===== src/rtl/imm_encoder.sv =====
// Immediate encoder: packs a signed 32-bit immediate into the I/S/B/J fields of
// an instruction word, flags unrepresentable values, 2-stage valid/ready pipe.
module imm_encoder #(
  parameter int CNT_W = 16
) (
  input  logic             clk,
  input  logic             reset,
  input  logic             in_valid,
  output logic             in_ready,
  input  logic [1:0]       immsrc,
  input  logic [31:0]      imm,
  input  logic [31:0]      base_instr,
  output logic             out_valid,
  input  logic             out_ready,
  output logic [31:0]      instr,
  output logic             range_err,
  output logic [CNT_W-1:0] enc_cnt,
  output logic [CNT_W-1:0] err_cnt
);

  localparam logic [1:0] FMT_I = 2'b00;
  localparam logic [1:0] FMT_S = 2'b01;
  localparam logic [1:0] FMT_B = 2'b10;

  logic        s1_valid;
  logic [1:0]  s1_immsrc;
  logic [31:0] s1_imm;
  logic [31:0] s1_base;
  logic        s2_valid;
  logic        s2_load;
  logic [31:0] enc_instr;
  logic        enc_err;

  assign out_valid = s2_valid;
  assign s2_load   = !s2_valid || out_ready;
  assign in_ready  = !s1_valid || s2_load;

  // Field overwrites on a copy of base_instr are the clear-then-OR packing.
  always_comb begin
    enc_instr = s1_base;
    enc_err   = 1'b0;
    case (s1_immsrc)
      FMT_I: begin
        enc_instr[31:20] = s1_imm[11:0];
        enc_err          = s1_imm[31:12] != {20{s1_imm[11]}};
      end
      FMT_S: begin
        enc_instr[31:25] = s1_imm[11:5];
        enc_instr[11:7]  = s1_imm[4:0];
        enc_err          = s1_imm[31:12] != {20{s1_imm[11]}};
      end
      FMT_B: begin
        enc_instr[31]    = s1_imm[12];
        enc_instr[30:25] = s1_imm[10:5];
        enc_instr[11:8]  = s1_imm[4:1];
        enc_instr[7]     = s1_imm[11];
        enc_err          = (s1_imm[31:13] != {19{s1_imm[12]}}) || s1_imm[0];
      end
      default: begin
        enc_instr[31]    = s1_imm[20];
        enc_instr[30:21] = s1_imm[10:1];
        enc_instr[20]    = s1_imm[11];
        enc_instr[19:12] = s1_imm[19:12];
        enc_err          = (s1_imm[31:21] != {11{s1_imm[20]}}) || s1_imm[0];
      end
    endcase
  end

  // NOTE: state is written with non-blocking assignments so every register
  // samples pre-edge values and the handshake terms stay race-free.
  always_ff @(posedge clk or posedge reset) begin
    if (reset) begin
      s1_valid <= 1'b0;
    end else if (in_ready) begin
      s1_valid <= in_valid;
    end
  end

  // NOTE: stage-1 payload carries no reset; it is only observed through
  // s1_valid, so resetting it would add reset fan-out for no behaviour.
  always_ff @(posedge clk) begin
    if (in_ready && in_valid) begin
      s1_immsrc <= immsrc;
      s1_imm    <= imm;
      s1_base   <= base_instr;
    end
  end

  always_ff @(posedge clk or posedge reset) begin
    if (reset) begin
      s2_valid  <= 1'b0;
      instr     <= '0;
      range_err <= 1'b0;
    end else if (s2_load) begin
      s2_valid <= s1_valid;
      if (s1_valid) begin
        instr     <= enc_instr;
        range_err <= enc_err;
      end
    end
  end

  always_ff @(posedge clk or posedge reset) begin
    if (reset) begin
      enc_cnt <= '0;
      err_cnt <= '0;
    end else if (out_valid && out_ready) begin
      if (enc_cnt != '1) enc_cnt <= enc_cnt + CNT_W'(1);
      if (range_err && (err_cnt != '1)) err_cnt <= err_cnt + CNT_W'(1);
    end
  end

endmodule


===== config.mk =====
export PLATFORM = sky130hd
export DESIGN_NAME = imm_encoder
export DESIGN_NICKNAME = d
export VERILOG_FILES = /design/src/rtl/imm_encoder.sv
export SDC_FILE = /design/constraint.sdc
export NUM_CORES = 1
export LEC_CHECK = 0
export ABC_AREA = 1
export BUFFER_PORTS_ARGS = -buffer_cell sky130_fd_sc_hd__buf_2
export CAP_MARGIN = 40
export CORE_MARGIN = 2
export CORE_UTILIZATION = 30
export CTS_CLUSTER_SIZE = 12
export DETAILED_ROUTE_END_ITERATION = 16
export HOLD_SLACK_MARGIN = 0.06
export PLACE_DENSITY = 0.54
export SLEW_MARGIN = 20
export SYNTH_ARGS = -nofsm -noshare
export SYNTH_HDL_FRONTEND = slang
export SYNTH_SLANG_ARGS = --single-unit

===== constraint.sdc =====
create_clock -name clk -period 2.99 [get_ports clk]
set_clock_uncertainty 0.2 [all_clocks]
set_input_delay 0.598 -clock clk [delete_from_list [all_inputs] [get_ports clk]]
set_output_delay 0.598 -clock clk [all_outputs]
set_load 0.005 [all_outputs]

==> implementation parameters, run 1 <==
Parameter                              Value

Run status
  Result of the run ... complete, no violations

Setup path
  Cell Chain, Critical Path ... ha_1 > nand2_2 > inv_1 > nand2_1 > nor2_2 > nand2_1 > nand2_2 > inv_2 > nand2_1 > o21ai_2
  Required time of the worst setup path ... 3.08 ns
  Most common cell on crit path ... nand2_1
  Worst-path fanout max ... 14
  Class of the most critical setup path ... reg2reg
  Crit path capture type ... register
  Kind of cell with the highest combined delay on the critical path ... simple AND/OR/NAND/NOR gates
  Arrival time of the worst setup path ... 2.20 ns
  Worst path bufs/invs ... 2
  Delay of the slowest cell on the worst path ... 0.40 ns
  Critical-path top delay cell ... dfrtp_1
  Startpoint Class ... register

Drt
  Vias per cell ... 4.28
  Remaining DRCs ... 0
  Routed wire per std cell ... 13.2 um
  Number of vias in the routed layout ... 4056
  1st-pass router iterations ... 6
  Detail Route Antenna Nets ... 0
  Final WL ... 12.5 mm
  Initial detailed-routing violation count ... 152

Logic synthesis
  Cells after synthesis ... 563
  Total of warnings raised by yosys ... 0
  Mean post-synth cell area ... 9.74 um^2
  Net Count, Synth ... 639
  Summed instance area of the synthesized netlist ... 5480 um^2
  Top cell types by occurrence after synthesis ... nand2_1, dfrtp_1, edfxtp_1
  Area share of the largest cell type after synthesis ... 0.323
  Number of enable-type register cells in the synthesized netlist ... 59
  Cell types occupying the most area after synthesis ... edfxtp_1, dfrtp_1, nand2_1
  Leading register cell type out of synthesis ... dfrtp_1
  Total of flip-flops plus latches after synthesis ... 126
  Dominant cell type by area after synthesis ... edfxtp_1
  Part of the Yosys area used for sequential elements ... 0.629
  Synth cell types ... 33
  Share of synthesized flip-flops with an asynchronous set or reset ... 0.532
  Most used standard cell by instance count after synthesis ... nand2_1

Clocking
  Post_cts resized ... 0
  Clock sink count ... 126
  Clk Tree Root Cell ... clkbuf_16
  Post-CTS setup buffers ... 0
  Max Buffers Root-to-Sink ... 2
  Depth of the CTS H-tree ... 4
  Clock tree from TritonCTS ... built
  Clock edge transition at the registers on the reported setup and hold paths ... 0.06 ns
  Clock network latency to the later pin of the worst-skew pair ... 0.41 ns
  Number of buffers added to fix hold violations after cts ... 1
  Clock buffers created by TritonCTS ... 17

Min path
  Type of the worst min-delay path ... in2reg

STA
  Hold violation total from the final report ... 0
  Final setup viols ... 0
  Final clock period utilization by the worst path ... 0.707
  Fin Hold WS ... 0.161 ns
  Measured slew at the worst slew-check pin ... 0.422 ns
  FMAX ... 0.473 GHz
  Clock period minus worst slack ... 2.12 ns
  Setup repair after global routing missed its margin ... false
  Total negative slack ... 0 ns
  Final Worst Setup Slack ... 0.875 ns
  Slew Limit Fails ... 0
  Slew headroom ... 0.718

Placed design
  Gp weighted congestion ... 0.778
  Worst slack at placement ... 0.847 ns
  Area after DPL ... 6410 um^2
  Port bufs ... 129
  Total half-perimeter wirelength after legalization and detailed placement ... 9.04 mm

Floorplan
  Initial core utilization ... 0.305
  Die Height ... 139 um
  # IOs ... 137
  Area of the placeable core ... 18000 um^2
  Floorplan die width ... 139 um
  Core Rows ... 49
  Floorplan die area ... 19400 um^2

Power
  Maximum resistive drop on vdd ... 0.393 mV
  Pleak ... 3.26 nW
  PD cells ... 772 nW/um^2

GRT
  Overall Global Routing Usage ... 0.136
  Final global-route overflow total ... 0
  Via count of the first global-routing pass ... 4021
  Largest net degree at the start of global routing ... 44
  Wire length of the first global-routing pass ... 20.7 mm
  Antenna violations before repair ... 2

Flow run
  Max-capacitance violation count ... 0

Finish
  Filler Cells Inserted ... 1784
  Final core occ ... 0.390
  # diodes ... 0
  NumNets Final ... 781
  Share of post-route cells with drive strength above 1 ... 0.258
  Final standard cell area without fillers ... 7010 um^2
  P&R area growth vs syn ... 27.7%
==> per-layer routing <==
metal / vias up / share of wire / GRT usage
li1: 2103 / - / -
met2: 96 / 0.46 / 0.214
met3: 19 / 0.054 / 0.0421
met1: 1834 / 0.46 / 0.180
met5: - / 0.0017 / 0
met4: 4 / 0.015 / 0.0436
==> flip-flops by register name, summed over array words and instances (netlist names) <==
signal and cells:
s1_imm 32, err_cnt 16, instr 32, s1_valid 1, s1_base 25, range_err 1
enc_cnt 16, out_valid 1, s1_immsrc 2
==> report_power, final <==
part | leakage (nW) | switching (mW) | total, mW | internal (mW)
Clock | 0.287 | 0.778 | 2.03 | 1.25
Combinational | 1.56 | 0.578 | 0.995 | 0.417
Sequential | 1.41 | 0.240 | 2.38 | 2.14
Total | 3.26 | 1.60 | 5.41 | 3.81
==> cells in the final DEF (no fill, tap or decap), types with 17 or more instances in the layout <==
| cell type | instances |
|---|---|
| buf_2 | 129 |
| nand3_1 | 22 |
| xor2_1 | 17 |
| edfxtp_1 | 59 |
| inv_1 | 46 |
| nor2_1 | 51 |
| dfrtp_1 | 67 |
| clkbuf_16 | 17 |
| nand2_1 | 189 |
| a21oi_1 | 18 |
==> metrics by stage <==
step | power, mW | std cells
2_1_floorplan | 2.94 | 563
3_3_place_gp | 3.41 | 914
3_5_place_dp | 3.44 | 914
4_1_cts | 5.50 | 947
5_1_grt | 5.76 | 947
6_report | 5.41 | 947
==> final timing paths <==
kind	start	endpoint	slack (ns)	cells past startpoint
worst max-delay path	err_cnt[0]$_DFFE_PP0P_	err_cnt[11]$_DFFE_PP0P_	0.87	10
worst min-delay path	imm[25]	s1_imm[25]$_DFFE_PP_	0.16	1
worst max register to register	err_cnt[0]$_DFFE_PP0P_	err_cnt[11]$_DFFE_PP0P_	0.87	10
worst min register to register	s1_imm[10]$_DFFE_PP_	instr[30]$_DFFE_PP0P_	0.23	2
max in group asynchronous	reset	instr[28]$_DFFE_PP0P_	1.53	4
min in group asynchronous	reset	err_cnt[13]$_DFFE_PP0P_	0.47	3
==> area by class of cell <==
cell class,instances,area (um^2),share of cell area
sequential,126,3450,0.492
multi-input combinational,373,1770,0.253
timing repair buffer,136,726,0.104
clock buffer,19,443,0.0632
tap,229,287,0.0409
inverter,51,191,0.0273
clock inverter,13,140,0.0200
==> kinds of logic after synthesis <==
kind of cell             count (synthesis)  synth area share
AO/OA/AOI/OAI                           56            0.0580
XOR/XNOR                                24            0.0383
adder cells (fa/ha/maj)                  6            0.0137
buffers and inverters                   64            0.0484
flip-flops                             126             0.629
AND/OR/NAND/NOR                        287             0.213
Note: power is estimated with default switching activity, not from simulation.
==> run 2: changes to the inputs <==
- PLACE_DENSITY: 0.54 -> 0.56
- clock period: 2.99 -> 1.77 ns (I/O delays scaled with it)
==> implementation parameters, run 2 (synthesis gave the netlist of run 1 again) <==
Parameter                              Value

Drt
  Detail Route Antenna Nets ... 0 (unchanged)
  Initial detailed-routing violation count ... 151 (-0.66%)
  Vias per cell ... 4.31 (+0.61%)
  Number of vias in the routed layout ... 4533 (+12%)
  Routed wire per std cell ... 12.9 um (-2.2%)
  Final WL ... 13.6 mm (+8.6%)
  Remaining DRCs ... 0 (unchanged)
  1st-pass router iterations ... 6 (unchanged)

Placed design
  Area after DPL ... 6770 um^2 (+5.5%)
  Worst slack at placement ... -0.0439 ns (-0.891 ns)
  Port bufs ... 129 (unchanged)
  Total half-perimeter wirelength after legalization and detailed placement ... 9.46 mm (+4.7%)
  Gp weighted congestion ... 0.803 (+3.2%)

Finish
  Commonest cells after routing, fill and taps aside ... nand2_1, buf_2, dfrtp_1
  Share of post-route cells with drive strength above 1 ... 0.303 (+0.0449)
  P&R area growth vs syn ... 48.7%
  NumNets Final ... 886 (+13%)
  Final standard cell area without fillers ... 8150 um^2 (+16%)
  Registers with the most flip-flops ... instr x32, s1_imm x32, s1_base x25
  Leading cell type in the layout, fill and taps excluded ... nand2_1
  # diodes ... 0 (unchanged)

Setup path
  Class of the most critical setup path ... reg2out
  Critical-path top delay cell ... dfrtp_1
  Arrival time of the worst setup path ... 1.17 ns (-1.03 ns)
  Worst-path fanout max ... 3 (-11)
  Delay of the slowest cell on the worst path ... 0.39 ns (about the same)
  Most common cell on crit path ... buf_4
  Cell Chain, Critical Path ... buf_4 > buf_4 > buf_6
  Kind of cell with the highest combined delay on the critical path ... flip-flops
  Crit path capture type ... output port
  Required time of the worst setup path ... 1.22 ns (-1.86 ns)
  Worst path bufs/invs ... 3 (+1)
  Startpoint Class ... register

STA
  Final setup viols ... 0 (unchanged)
  Final Worst Setup Slack ... 0.0431 ns (-0.832 ns)
  Measured slew at the worst slew-check pin ... 0.375 ns (-0.0473 ns)
  Hold violation total from the final report ... 0 (unchanged)
  FMAX ... 0.579 GHz
  Setup repair after global routing missed its margin ... true
  Clock period minus worst slack ... 1.73 ns
  Slew headroom ... 0.748 (+0.0300)
  Fin Hold WS ... 0.237 ns (+0.0753 ns)
  Slew Limit Fails ... 0 (unchanged)
  Final clock period utilization by the worst path ... 0.976

Flow run
  Max-capacitance violation count ... 0 (unchanged)

Power
  Maximum resistive drop on vdd ... 0.723 mV (+84%)
  Pleak ... 3.75 nW (+15%)
  PD cells ... 1200 nW/um^2 (+55%)

Clocking
  Clock network latency to the later pin of the worst-skew pair ... 0.42 ns (about the same)
  Clock tree from TritonCTS ... built
  Depth of the CTS H-tree ... 4 (unchanged)
  Clock buffers created by TritonCTS ... 17 (unchanged)
  Clk Tree Root Cell ... clkbuf_16
  Clock edge transition at the registers on the reported setup and hold paths ... 0.06 ns (about the same)
  Max Buffers Root-to-Sink ... 2 (unchanged)
  Clock sink count ... 126 (unchanged)

GRT
  Antenna violations before repair ... 0 (-2)
  Overall Global Routing Usage ... 0.144 (+0.00793)
  Wire length of the first global-routing pass ... 22.0 mm (+6.4%)
  Final global-route overflow total ... 0 (unchanged)
  Largest net degree at the start of global routing ... 39 (-11%)
  Via count of the first global-routing pass ... 4537 (+13%)

Floorplan
  Floorplan die area ... 19400 um^2 (unchanged)
  Core Rows ... 49 (unchanged)
  # IOs ... 137 (unchanged)
  Initial core utilization ... 0.305 (unchanged)
  Floorplan die width ... 139 um (unchanged)
  Area of the placeable core ... 18000 um^2 (unchanged)
  Die Height ... 139 um (unchanged)

Min path
  Type of the worst min-delay path ... reg2reg

Run status
  Result of the run ... complete, no violations
run 2: cell count changes in the layout (fill, tap and decap cells not counted), moves of 5 or more:
cell           delta
buf_4            +36
nor2_1            -5
ha_1              -6
dlygate4sd3_1    +62
nor2_2            +5
run 2: metrics by stage:
stage / cells / power, mW / TNS, ns / util
after floorplan: 563 / 4.98 / -15.50 / -
after global placement: 952 / 6.07 / -0.0430 / 0.377
after detailed placement: 952 / 6.09 / -0.0439 / 0.377
after CTS: 1048 / 9.78 / 0 / 0.446
after global routing: 1052 / 10.3 / -0.0779 / 0.454
final: 1052 / 9.76 / 0 / 0.454
run 2: metal layers:
layer / GRT usage / part of all wire / wire (um) / vias to the layer above
met5: 0 / 0 / 0 / -
li1: - / - / - / 2338
met2: 0.240 / 0.48 / 6580 / 94
met3: 0.0366 / 0.039 / 524 / 16
met4: 0.0468 / 0.014 / 194 / 0
met1: 0.184 / 0.46 / 6290 / 2085
run 2: cell type report:
cell class / instances / area, um^2
Clock buffer: 19 / 433
Clock inverter: 13 / 166
Fill cell: 1704 / 9810
Inverter: 51 / 205
Multi-Input combinational cell: 373 / 1860
Sequential cell: 126 / 3450
Tap cell: 229 / 287
Timing Repair Buffer: 241 / 1750
run 2: repair_timing:
| action | CTS | global route |
|---|---|---|
| hold endpoints to repair | 128 | 0 |
| hold buffers | 63 | 0 |
| setup endpoints to repair | 1 | 37 |
| cloned | 0 | 1 |
| pin swaps | 1 | 10 |
| buffers inserted | 1 | 3 |
| gates resized for setup | 3 | 27 |
run 2: final timing paths:
kind,startpoint,endpoint,slack (ns),cells past startpoint
worst max-delay path,err_cnt[0]$_DFFE_PP0P_,err_cnt[0],0.04,3
worst min-delay path,s1_base[5]$_DFFE_PP_,instr[5]$_DFFE_PP0P_,0.24,2
worst max register to register,s1_immsrc[0]$_DFFE_PP_,range_err$_DFFE_PP0P_,0.08,7
worst min register to register,s1_base[5]$_DFFE_PP_,instr[5]$_DFFE_PP0P_,0.24,2
max in group asynchronous,reset,instr[13]$_DFFE_PP0P_,0.63,4
min in group asynchronous,reset,err_cnt[9]$_DFFE_PP0P_,0.25,3
run 2: worst register-to-register path, stage by stage, from the launching register on:
cell      delay (ns)
edfxtp_1        0.43
ha_2            0.21
or2_4           0.23
or2_4           0.23
a21oi_2         0.10
nand3_1         0.08
nand2_1         0.06
nand2_1         0.05
run 2: report_power, final:
group | internal, mW | total, mW | switching, mW
combinational | 1.11 | 2.26 | 1.15
clock | 2.22 | 3.52 | 1.31
sequential | 3.62 | 3.98 | 0.361
